**config.mk**
```make
export PLATFORM = sky130hd
export DESIGN_NAME = char_rotate_ctrl
export DESIGN_NICKNAME = d
export VERILOG_FILES = /design/src/rtl/char_rot_pkg.sv /design/src/rtl/char_rotate_ctrl_rate_divider.sv /design/src/rtl/char_rotate_ctrl.sv
export SDC_FILE = /design/constraint.sdc
export NUM_CORES = 1
export LEC_CHECK = 0
export ABC_AREA = 1
export CORE_MARGIN = 1.5
export CORE_UTILIZATION = 49
export CTS_CLUSTER_SIZE = 10
export DETAILED_ROUTE_END_ITERATION = 8
export PLACE_DENSITY = 0.77
export RECOVER_POWER = 25
export SLEW_MARGIN = 30
export SYNTH_ARGS = -nofsm -noshare
export SYNTH_HDL_FRONTEND = slang
export SYNTH_SLANG_ARGS = --single-unit
```
**constraint.sdc**
```tcl
create_clock -name CLOCK_50 -period 6.1 [get_ports CLOCK_50]
set_input_delay 1.83 -clock CLOCK_50 [delete_from_list [all_inputs] [get_ports CLOCK_50]]
set_output_delay 1.83 -clock CLOCK_50 [all_outputs]
set_load 0.02 [all_outputs]
```
**src/rtl/char_rot_pkg.sv**
```systemverilog
// Shared character codes, FSM state constants and the power-on message for char_rotate_ctrl.
package char_rot_pkg;

    typedef logic [1:0] char_t;

    localparam char_t CH_D     = 2'b00;
    localparam char_t CH_E     = 2'b01;
    localparam char_t CH_ONE   = 2'b10;
    localparam char_t CH_BLANK = 2'b11;

    localparam logic [1:0] ST_IDLE = 2'b00;
    localparam logic [1:0] ST_RUN  = 2'b01;
    localparam logic [1:0] ST_LOAD = 2'b10;

    // Power-on message "dE1" followed by blanks, index 0 first.
    function automatic char_t default_char(input int unsigned idx);
        char_t c;
        case (idx)
            32'd0:   c = CH_D;
            32'd1:   c = CH_E;
            32'd2:   c = CH_ONE;
            default: c = CH_BLANK;
        endcase
        return c;
    endfunction

endpackage

```
**src/rtl/char_rotate_ctrl_rate_divider.sv**
```systemverilog
// Rotation-rate divider: counts enabled cycles and flags the terminal count of each TICK_DIV period.
module rate_divider #(
    parameter int TICK_DIV = 50_000_000
) (
    input  logic clk,
    input  logic resetn,
    input  logic clr,
    input  logic en,
    output logic tick
);

    localparam int              CNT_W    = $clog2(TICK_DIV);
    localparam logic [CNT_W-1:0] CNT_LAST = CNT_W'(TICK_DIV - 1);

    logic [CNT_W-1:0] div_cnt_r;

    // Terminal flag is combinational so the owner can act on it in the same edge; clr does not mask it.
    assign tick = en && (div_cnt_r == CNT_LAST);

    // Period counter: clear wins, otherwise wrap at the terminal count.
    always_ff @(posedge clk or negedge resetn) begin
        if (!resetn) begin
            div_cnt_r <= CNT_W'(0);
        end else if (clr) begin
            div_cnt_r <= CNT_W'(0);
        end else if (en) begin
            if (div_cnt_r == CNT_LAST) begin
                div_cnt_r <= CNT_W'(0);
            end else begin
                div_cnt_r <= div_cnt_r + CNT_W'(1);
            end
        end else begin
            div_cnt_r <= div_cnt_r;
        end
    end

endmodule

```
**src/rtl/char_rotate_ctrl.sv**
```systemverilog
// Message ring + rotating display window scheduler for the HEX character decoders.
// Optional feature: define ROT_MANUAL_STEP_EN to add a manual single-step input while idle.
module char_rotate_ctrl
    import char_rot_pkg::*;
#(
    parameter int TICK_DIV = 50_000_000,
    parameter int NUM_DISP = 6,
    parameter int MSG_LEN  = 6
) (
    input  logic                  CLOCK_50,
    input  logic                  resetn,
    input  logic                  run,
    input  logic                  dir,
    input  logic                  wr_valid,
    input  logic [1:0]            wr_data,
`ifdef ROT_MANUAL_STEP_EN
    input  logic                  step,
`endif
    output logic                  wr_ready,
    output logic [2*NUM_DISP-1:0] disp_codes,
    output logic                  tick,
    output logic                  busy
);

    localparam int               OFF_W     = $clog2(MSG_LEN);
    localparam logic [OFF_W-1:0] LAST_OFF  = OFF_W'(MSG_LEN - 1);
    localparam logic [OFF_W:0]   MSG_LEN_W = (OFF_W + 1)'(MSG_LEN);

    logic [1:0]            state_r;
    logic [1:0]            state_nxt_s;
    logic [OFF_W-1:0]      offset_r;
    logic [OFF_W-1:0]      wr_idx_r;
    char_t                 msg_r [MSG_LEN];
    logic [OFF_W-1:0]      off_inc_s;
    logic [OFF_W-1:0]      off_dec_s;
    logic                  div_tick_s;
    logic                  div_clr_s;
    logic                  div_en_s;
    logic                  wr_acc_s;
    logic                  wr_last_s;
    logic                  man_step_s;
    logic                  tick_r;
    logic                  busy_r;
    logic                  wr_ready_r;
    logic [2*NUM_DISP-1:0] disp_codes_s;

    // offset and i are both below MSG_LEN, so one conditional subtract wraps the sum.
    function automatic logic [OFF_W-1:0] ring_idx(input logic [OFF_W-1:0] base, input int unsigned i);
        logic [OFF_W:0] sum;
        sum = {1'b0, base} + (OFF_W + 1)'(i);
        if (sum >= MSG_LEN_W) begin
            sum = sum - MSG_LEN_W;
        end else begin
            sum = sum;
        end
        return sum[OFF_W-1:0];
    endfunction

    assign div_en_s  = (state_r == ST_RUN);
    assign div_clr_s = !((state_r == ST_RUN) && run);

    rate_divider #(
        .TICK_DIV (TICK_DIV)
    ) u_rate_divider (
        .clk    (CLOCK_50),
        .resetn (resetn),
        .clr    (div_clr_s),
        .en     (div_en_s),
        .tick   (div_tick_s)
    );

    // Neighbouring offsets with wrap in both rotation directions.
    always_comb begin
        off_inc_s = (offset_r == LAST_OFF) ? OFF_W'(0) : offset_r + OFF_W'(1);
        off_dec_s = (offset_r == OFF_W'(0)) ? LAST_OFF : offset_r - OFF_W'(1);
    end

    // Next-state and write-accept decode; a write offered in IDLE beats run and step.
    always_comb begin
        state_nxt_s = state_r;
        wr_acc_s    = 1'b0;
        wr_last_s   = 1'b0;
        man_step_s  = 1'b0;
        case (state_r)
            ST_IDLE: begin
                if (wr_valid) begin
                    wr_acc_s    = 1'b1;
                    state_nxt_s = ST_LOAD;
                end else begin
`ifdef ROT_MANUAL_STEP_EN
                    man_step_s = step;
`else
                    man_step_s = 1'b0;
`endif
                    if (run) begin
                        state_nxt_s = ST_RUN;
                    end else begin
                        state_nxt_s = ST_IDLE;
                    end
                end
            end
            ST_RUN: begin
                if (run) begin
                    state_nxt_s = ST_RUN;
                end else begin
                    state_nxt_s = ST_IDLE;
                end
            end
            ST_LOAD: begin
                if (wr_valid) begin
                    wr_acc_s = 1'b1;
                    if (wr_idx_r == LAST_OFF) begin
                        wr_last_s   = 1'b1;
                        state_nxt_s = ST_IDLE;
                    end else begin
                        state_nxt_s = ST_LOAD;
                    end
                end else begin
                    state_nxt_s = ST_LOAD;
                end
            end
            default: begin
                state_nxt_s = ST_IDLE;
            end
        endcase
    end

    // FSM, window offset, write pointer and the registered status outputs.
    always_ff @(posedge CLOCK_50 or negedge resetn) begin
        if (!resetn) begin
            state_r    <= ST_IDLE;
            offset_r   <= OFF_W'(0);
            wr_idx_r   <= OFF_W'(0);
            tick_r     <= 1'b0;
            busy_r     <= 1'b0;
            wr_ready_r <= 1'b1;
        end else begin
            state_r    <= state_nxt_s;
            tick_r     <= div_tick_s;
            busy_r     <= (state_nxt_s == ST_RUN);
            wr_ready_r <= (state_nxt_s != ST_RUN);
            if (wr_last_s) begin
                offset_r <= OFF_W'(0);
            end else if (div_tick_s || man_step_s) begin
                offset_r <= dir ? off_dec_s : off_inc_s;
            end else begin
                offset_r <= offset_r;
            end
            if (wr_last_s) begin
                wr_idx_r <= OFF_W'(0);
            end else if (wr_acc_s) begin
                wr_idx_r <= wr_idx_r + OFF_W'(1);
            end else begin
                wr_idx_r <= wr_idx_r;
            end
        end
    end

    // Message ring: reset restores the default text, accepted writes land at the write pointer.
    always_ff @(posedge CLOCK_50 or negedge resetn) begin
        if (!resetn) begin
            for (int i = 0; i < MSG_LEN; i++) begin
                msg_r[i] <= default_char(i);
            end
        end else if (wr_acc_s) begin
            msg_r[wr_idx_r] <= wr_data;
        end
    end

    // Display window follows the ring and offset without a register stage.
    always_comb begin
        disp_codes_s = '0;
        for (int i = 0; i < NUM_DISP; i++) begin
            disp_codes_s[2*i +: 2] = msg_r[ring_idx(offset_r, i)];
        end
    end

    assign disp_codes = disp_codes_s;
    assign tick       = tick_r;
    assign busy       = busy_r;
    assign wr_ready   = wr_ready_r;

endmodule

```
# After elaboration in Yosys (flattened, before gate mapping)
# Index checks and enable logic that the tools add are counted.
# Widths: inputs -> output; s select.
# word_totals
regBits	49
output_inout_bits	15
# op_classes
n_addsub	15
magnitude_cmp	14
eq_ne	8
n_mux	47
n_bitwise	7
reduce_logical	8
# ops
op	count
$mux 26	3
$mux 3	13
$bmux 2 s3	6
$mux 2	16
$ge 4x4->1 const B	7
$not 3->4	7
$add 26x1->26 const B	1
$eq 26x26->1 const B	1
$ge 4x3->1 const B	5
$sub 3x3->3 const B	6
$bwmux 12	1
$add 3x2->4 const B	2
$add 3x3->4 const B	2
$add 3x1->3 const B	2
$demux 2 s3	1
$eq 3x3->1 const B	2
$mux 1	6
$pmux 2 s3	1
$add 3x1->4 const B	1
$eq 2x1->1 const B	2
$lt 4x1->1 const B	1
$ne 2x1->1 const B	2
$reduce_bool 2->1	2
$ge 3x3->1 const B	1
6 further kinds	8

# Logic depth before layout (Yosys ltp)
# Gate-level depths: netlist (run 1).
# depth
ltp_word	7
depth_mapped	11
depth_no_buf	11

# Hierarchy
# From an unflattened synthesis (run 1), not the netlist that was laid out.
# hier_totals
hier_cells	509
hier_area_um2	3480.8
# by_module_without_submodules
module	instances	cells_per_inst	area_each_um2	seq_area_each_um2
char_rotate_ctrl	1	263	1793.0	586.8
rate_divider	1	246	1687.9	650.6

# Worst setup path before layout (run 1)
# OpenSTA, ideal clock, no wires.
# synth_path
kind	register -> output
start	register offset_r[1]
end	output disp_codes[5]
arrival_time_ns	1.880
path_slack_ns	2.390
path_stages_with_launch	9
n_path_buf	0
cell_sequence	dfrtp_1 -> inv_1 -> ha_1 -> inv_1 -> nand2_1 -> nand2_1 -> xor2_1 -> nand2_1 -> a21oi_1
# synth_between
elab_chain_len	7
word_cells_on_any_way	8
# synth_lines
element	line_no	text
start, declared	char_rotate_ctrl.sv:31	logic [OFF_W-1:0] offset_r;
start signal, assigned	char_rotate_ctrl.sv:145	offset_r <= dir ? off_dec_s : off_inc_s;
start signal, assigned	char_rotate_ctrl.sv:147	offset_r <= offset_r;
$add 3x2->4 *	char_rotate_ctrl.sv:50	sum = {1'b0, base} + (OFF_W + 1)'(i);
$ge 4x3->1 or $sub 3x3->3 (tied branches)	char_rotate_ctrl.sv:51, char_rotate_ctrl.sv:52	
$mux 3 *	char_rotate_ctrl.sv:51	if (sum >= MSG_LEN_W) begin
$not 3->4 (implied by the code) *	char_rotate_ctrl.sv:174	disp_codes_s[2*i +: 2] = msg_r[ring_idx(offset_r, i)];
$bmux 2 s3 *	char_rotate_ctrl.sv:174	
$mux 2 (implied by the code) * (2 in series)	char_rotate_ctrl.sv:174	
end, declared	char_rotate_ctrl.sv:20	output logic [2*NUM_DISP-1:0] disp_codes,
# Every way passes the cells marked *; elsewhere a longest branch is shown, timed or not. The select of a mux whose other input is x is not followed.

# Worst setup path after layout (run 1)
# layout_path
start	register offset_r[0]
end	output disp_codes[3]
# layout_between
elab_chain_len	7
word_cells_on_any_way	8
# layout_lines
element	line_no
$add 3x1->4 *	char_rotate_ctrl.sv:50
$ge 4x3->1 or $sub 3x3->3 (tied branches)	char_rotate_ctrl.sv:51, char_rotate_ctrl.sv:52
$mux 3 *	char_rotate_ctrl.sv:51
$not 3->4 (implied by the code) *	char_rotate_ctrl.sv:174
$bmux 2 s3 *	char_rotate_ctrl.sv:174
$mux 2 (implied by the code) * (2 in series)	char_rotate_ctrl.sv:174
# Marked as above.

==> flow_summary_export.csv, run 1 <==
group,metric,value,unit
clock_tree,clock_sinks,49,
cells_and_area,mostFrequentLayoutCells,"151 x nand2_1, 74 x nor2_1, 56 x inv_1",
cells_and_area,fill_cells,684,
timing,slew_headroom,-0.650,
flow_run,drv_cap,1,
timing,tightest_slew,2.48,ns
clock_tree,cts_max_path_buffers,2,
timing,setup_viol,0,
placed_design,hpwl,5.87,mm
cells_and_area,layout_commonest_cell,"nand2_1",
detailed_routing,wl_met1,3.40,mm
grt,grt_pass1_wl,13.5,mm
clock_tree,post_cts_buffers,0,
yosys,syn_avg_cell_area,6.83,um^2
placed_design,port_buffers,21,
detailed_routing,top_layer,"met4",
yosys,syn-num-nets,532,
timing,tns,0,ns
grt,track_usage,0.221,
yosys,ys_warn_count,0,
die,chipWidth,87.5,um
worst_setup_path,cp-end-kind,"output pin",
clock_tree,cts_resized,0,
clock_tree,htreeDepth,2,
timing,hold_viol,0,
timing,clock_skew,0.0199,ns
yosys,async_flop_share,1.00,
outcome,violations,"max-capacitance violations, max-slew violations",
worst_setup_path,crit_fanout,26,
yosys,ys_types,30,
yosys,syn_inst,512,
grt,antenna_found_initial,0,
yosys,synth_ff_type,"dfrtp_1",
cells_and_area,antenna_cells,0,
die,io-pin-count,22,
detailed_routing,dr.pass1.iters,5,
yosys,ys_seq_area_frac,0.354,
detailed_routing,vias,3192,
power_and_ir_drop,p_leak,1.78,nW
detailed_routing,routedWlPerCell,11.9,um
timing,drv_slew,50,
worst_setup_path,arrival,3.29,ns
die,die-area,0.00765,mm^2
yosys,synth_xor_area_frac,0.0351,
yosys,synth_compound_area_frac,0.0730,
cells_and_area,area_growth,11.9,%
yosys,synth_adder_area_share,0.0465,
die,core_area,0.00683,mm^2
detailed_routing,avgViaCountPerCell,5.04,
worst_setup_path,reg2reg_slack,4.12,ns
power_and_ir_drop,power_density,274,mW/mm^2
yosys,synth_seq_cells,49,
detailed_routing,ant_nets,0,
cells_and_area,fin_nets,556,
clock_tree,cts_buffers,5,
placed_design,gp_congestion,0.928,
die,fp-row-count,30,
hold_path,min_path_type,"reg -> reg",
power_and_ir_drop,finalPower,1.07,mW
yosys,synthSimpleGateAreaFrac,0.407,
die,initial_core_util,0.512,
detailed_routing,wl_met2,3.70,mm
die,dieHeight,87.5,um
clock_tree,hold_buffers,0,
cells_and_area,drive_gt1_frac,0.102,
yosys,synth_top_family_by_area,"simple AND/OR/NAND/NOR gates",
yosys,muxShareOfSynthArea,0.00573,
outcome,status,"finished, violations left",
clock_tree,root_buffer,"clkbuf_8",
clock_tree,clock_latency,0.31,ns
clock_tree,clk_pin_slew,0.09,ns
grt,grt_max_degree,50,
cells_and_area,post-route-util,0.572,
grt,gr-total-overflow,0,
grt,grt_pass1_vias,3179,
yosys,synthesis.area,0.00349,mm^2
timing,rsz0062_at_grt,"no",
timing,fmax,195,MHz
detailed_routing,drc,0,
detailed_routing,drt_iter0_markers,124,
detailed_routing,wl_met3,281,um
timing,min_period,5.12,ns
timing,post-route-period-util,0.840,
yosys,synth-edff-count,0,
worst_setup_path,start_kind,"flop",
detailed_routing,wirelength,7.56,mm
power_and_ir_drop,irDropWorstVdd,0.000126,V
clock_tree,cts_tree,"yes",
worst_setup_path,crit_type,"reg -> out",
worst_setup_path,critPathRequiredTime,4.27,ns
-- routing by layer --
layer / vias up / track usage
met5: - / 0
met4: 0 / 0.0779
met3: 14 / 0.0275
met2: 79 / 0.406
met1: 1432 / 0.263
li1: 1667 / -
-- worst max-delay path, cell delays in order, from the launching register on --
cell and delay [ns]:
dfrtp_1 0.82, inv_2 0.19, ha_1 0.55, inv_1 0.19, nand2_1 0.10, nand3_1 0.09
nand2_1 0.07, nand2_1 0.08, nand2_1 0.14, nand3_1 0.10, nand2_1 0.09, clkdlybuf4s50_1 0.59
-- kinds of logic after synthesis --
| kind of cell | after synthesis |
|---|---|
| AOI/OAI and AO/OA | 49 |
| xor gates and xnor gates | 14 |
| adders and majority gates | 13 |
| buffers and inverters | 71 |
| DFF | 49 |
| muxes | 2 |
| and+or+nand+nor | 314 |
-- where the power goes --
| group | internal (mW) | leakage (nW) | switching [mW] | total, mW |
|---|---|---|---|---|
| combinational | 0.147 | 1.08 | 0.230 | 0.377 |
| clock | 0.125 | 0.0563 | 0.116 | 0.241 |
| sequential | 0.399 | 0.638 | 0.0519 | 0.451 |
-- metrics by stage --
stage / cell area [um^2] / hold slack [ns] / setup slack [ns] / std cells
floorplan: 3490 / 0.453 / 2.39 / 512
global placement: 3800 / 0.477 / 1.43 / 625
detailed placement: 3800 / 0.485 / 1.34 / 625
CTS: 3920 / 0.511 / 1.00 / 633
global route: 3910 / 0.540 / 0.654 / 633
finish: 3910 / 0.510 / 0.979 / 633
-- synth_stat cells (all sizes together) (4+ instances only) --
| cell type | number | area [um^2] |
|---|---|---|
| a21oi | 11 | 55.1 |
| o21ai | 33 | 165 |
| xnor2 | 5 | 43.8 |
| dfrtp | 40 | 1000 |
| xor2 | 9 | 78.8 |
| inv | 67 | 254 |
| ha | 13 | 163 |
| nand2 | 158 | 611 |
| nor3 | 10 | 60.1 |
| nand4 | 5 | 31.3 |
| dfstp | 9 | 236 |
| nand3 | 50 | 275 |
| buf | 4 | 20.0 |
| nor2 | 87 | 415 |
-- registers in the layout, indices dropped and copies added, names as in the netlist --
register	cells
offset_r	3
u_rate_divider.div_cnt_r	26
tick	1
state_r	2
wr_ready	1
msg_r	12
wr_idx_r	3
busy	1
-- final cells by class --
| cell class | instances | area, um^2 | share of cell area |
|---|---|---|---|
| inverters | 67 | 254 | 0.0650 |
| repair buffers | 21 | 204 | 0.0522 |
| clock buffers | 5 | 68.8 | 0.0176 |
| multi-input cells | 392 | 1980 | 0.505 |
| flip-flops and latches | 49 | 1240 | 0.317 |
| clock inverters | 3 | 48.8 | 0.0125 |
| well taps | 96 | 120 | 0.0307 |
-- path summary, 6_finish.rpt --
kind                                                          from                                        to  depth (start not counted)
min in group asynchronous                                   resetn                   wr_idx_r[2]$_DFFE_PN0P_                          1
setup / recovery                           offset_r[0]$_DFFE_PN0P_                             disp_codes[3]                         11
setup reg to reg                           offset_r[0]$_DFFE_PN0P_                   offset_r[1]$_DFFE_PN0P_                          6
hold reg to reg            u_rate_divider.div_cnt_r[0]$_DFFE_PN0P_   u_rate_divider.div_cnt_r[0]$_DFFE_PN0P_                          1
max in group asynchronous                                   resetn  u_rate_divider.div_cnt_r[24]$_DFFE_PN0P_                          1
hold / removal             u_rate_divider.div_cnt_r[0]$_DFFE_PN0P_   u_rate_divider.div_cnt_r[0]$_DFFE_PN0P_                          1
No activity file was read; power rests on OpenSTA's default activity.
==> inputs of run 2 (changes only) <==
clock period = 4.75 ns   (was 6.1 ns; I/O delays follow)
==> run 2 against run 1 <==
Net effect: the run still ends with max-capacitance violations, max-slew violations left; setup slack got worse by 0.65 ns; first-iteration DRC count rose by 23%; global-route usage rose by 0.11 points; flip-flop and latch count did not move; critical endpoint is now disp_codes[2]; largest cell class unchanged; largest power group unchanged.
==> flow_summary_export.csv, run 2 (synthesized netlist as in run 1, its figures left out) <==
group,metric,value,unit
outcome,status,"finished, violations left",
outcome,violations,"max-capacitance violations, max-slew violations",
grt,grt_pass1_vias,2973,
cells_and_area,largest_register_ffs,26,
power_and_ir_drop,swShare,0.352,
detailed_routing,wirelength,7.72,mm
grt,antenna_found_initial,0,
clock_tree,clock_sinks,49,
grt,track_usage,0.222,
detailed_routing,drt_iter0_markers,152,
worst_setup_path,crit_path_frequent_cell,"nand2_1",
grt,gr-total-overflow,0,
placed_design,port_buffers,21,
worst_setup_path,crit_type,"reg -> out",
clock_tree,post_cts_buffers,0,
timing,tns,0,ns
cells_and_area,mostFrequentLayoutCells,"151 x nand2_1, 74 x nor2_1, 56 x inv_1",
power_and_ir_drop,p_int,0.911,mW
timing,tightest_slew,2.52,ns
clock_tree,htreeDepth,2,
clock_tree,cts_tree,"yes",
timing,clock_skew,0.00721,ns
power_and_ir_drop,switching_power,0.495,mW
worst_setup_path,max_stage_delay,0.59,ns
placed_design,gp_congestion,0.959,
grt,grt_pass1_wl,13.3,mm
hold_path,min_path_type,"reg -> reg",
detailed_routing,drc,0,
cells_and_area,top_regs,"u_rate_divider.div_cnt_r x26, msg_r x12",
placed_design,hpwl,5.85,mm
power_and_ir_drop,combPwrFrac,0.339,
timing,min_period,4.42,ns
power_and_ir_drop,clkPwrFrac,0.250,
detailed_routing,avgViaCountPerCell,5.08,
cells_and_area,post-route-util,0.576,
timing,post-route-period-util,0.932,
die,core_area,0.00683,mm^2
timing,fmax,226,MHz
grt,grt_max_degree,50,
clock_tree,cts_max_path_buffers,2,
die,io-pin-count,22,
detailed_routing,routedWlPerCell,12.2,um
detailed_routing,vias,3219,
cells_and_area,area_growth,12.5,%
hold_path,min_from,"msg_r[7]$_DFFE_PN1P_",
worst_setup_path,startpoint,"offset_r[1]$_DFFE_PN0P_",
cells_and_area,antenna_cells,0,
clock_tree,cts_resized,0,
worst_setup_path,start_kind,"flop",
timing,holdWs,0.497,ns
worst_setup_path,cp_slowest_cell,"clkdlybuf4s50_1",
flow_run,drv_cap,1,
cells_and_area,fin_nets,557,
worst_setup_path,critPathRequiredTime,3.32,ns
worst_setup_path,crit_chain,"inv_1 > ha_1 > inv_1 > nand2_1 > nand3_1 > nand2_1 > nand2_1 > nand2_1 > nand3_1 > nand2_1 > clkdlybuf4s50_1",
die,chipWidth,87.5,um
worst_setup_path,crit_fanout,12,
cells_and_area,fill_cells,661,
clock_tree,hold_buffers,0,
cells_and_area,drive_gt1_frac,0.104,
timing,slew_headroom,-0.682,
power_and_ir_drop,irDropWorstVdd,0.000168,V
cells_and_area,layout_commonest_cell,"nand2_1",
detailed_routing,dr.pass1.iters,5,
power_and_ir_drop,power_density,357,mW/mm^2
power_and_ir_drop,p_leak,1.80,nW
die,die-area,0.00765,mm^2
clock_tree,clock_latency,0.31,ns
clock_tree,cts_buffers,5,
timing,rsz0062_at_grt,"no",
timing,setup_viol,0,
timing,hold_viol,0,
die,initial_core_util,0.512,
clock_tree,clk_pin_slew,0.09,ns
worst_setup_path,r2r-start,"u_rate_divider.div_cnt_r[0]$_DFFE_PN0P_",
die,fp-row-count,30,
timing,drv_slew,50,
worst_setup_path,cp-end-kind,"output pin",
clock_tree,root_buffer,"clkbuf_8",
power_and_ir_drop,seq_power_share,0.411,
cells_and_area,top_register,"u_rate_divider.div_cnt_r",
detailed_routing,ant_nets,0,
worst_setup_path,arrival,3.00,ns
die,dieHeight,87.5,um
==> run 2: changes by cell type in the layout (fill, tap and decap cells not counted) <==
| cell | previous run | this run |
|---|---|---|
| buf_4 | 0 | 1 |
| bufinv_16 | 1 | 2 |
| clkinv_2 | 0 | 1 |
| clkinvlp_4 | 1 | 0 |
| inv_8 | 1 | 0 |
==> run 2: path summary, 6_finish.rpt <==
check,depth (start not counted),slack (ns),endpoint
worst max-delay path,11,0.33,disp_codes[2]
worst min-delay path,2,0.50,msg_r[7]$_DFFE_PN1P_
worst max register to register,8,3.04,u_rate_divider.div_cnt_r[7]$_DFFE_PN0P_
worst min register to register,2,0.50,msg_r[7]$_DFFE_PN1P_
max in group asynchronous,1,1.43,u_rate_divider.div_cnt_r[14]$_DFFE_PN0P_
min in group asynchronous,1,1.88,wr_idx_r[2]$_DFFE_PN0P_
==> run 2: final cells by class <==
type / instances / area, um^2 / share of cell area
repair buffers: 22 / 211 / 0.0538
flip-flops and latches: 49 / 1240 / 0.315
multi-input cells: 392 / 1980 / 0.502
inverters: 67 / 254 / 0.0646
clock inverters: 3 / 65.1 / 0.0165
well taps: 96 / 120 / 0.0305
clock buffers: 5 / 68.8 / 0.0175
==> run 2: worst max-delay path: cells and delay by family (launching register included) <==
family	cells	cell delay, ns
buf+inv	3	0.99
flops	1	0.53
simple gates	7	0.64
fa+ha+maj	1	0.54
==> run 2: through the flow <==
step                std cells  instance area [um^2]  setup slack, ns  power (mW)
CTS                       634                  3940            0.331        1.42
floorplan                 512                  3490             1.45       0.869
detailed placement        626                  3810            0.678        1.06
global placement          626                  3810            0.785        1.05
global route              634                  3930           0.0797        1.50
finish                    634                  3930            0.325        1.41
==> run 2: routing by layer <==
metal / vias to the layer above / global-route usage / share of wire
met2: 70 / 0.395 / 0.49
met3: 13 / 0.0408 / 0.037
met4: 0 / 0.0722 / 0.018
met1: 1470 / 0.269 / 0.45
li1: 1666 / - / -
met5: - / 0 / 0
==> run 2: power by group through the flow <==
stage | registers, mW | clock network [mW] | logic, mW
2_1_floorplan | 0.571 | 0 | 0.298
3_3_place_gp | 0.579 | 0 | 0.469
3_5_place_dp | 0.585 | 0 | 0.478
4_1_cts | 0.577 | 0.360 | 0.479
5_1_grt | 0.589 | 0.380 | 0.535
6_report | 0.577 | 0.352 | 0.477
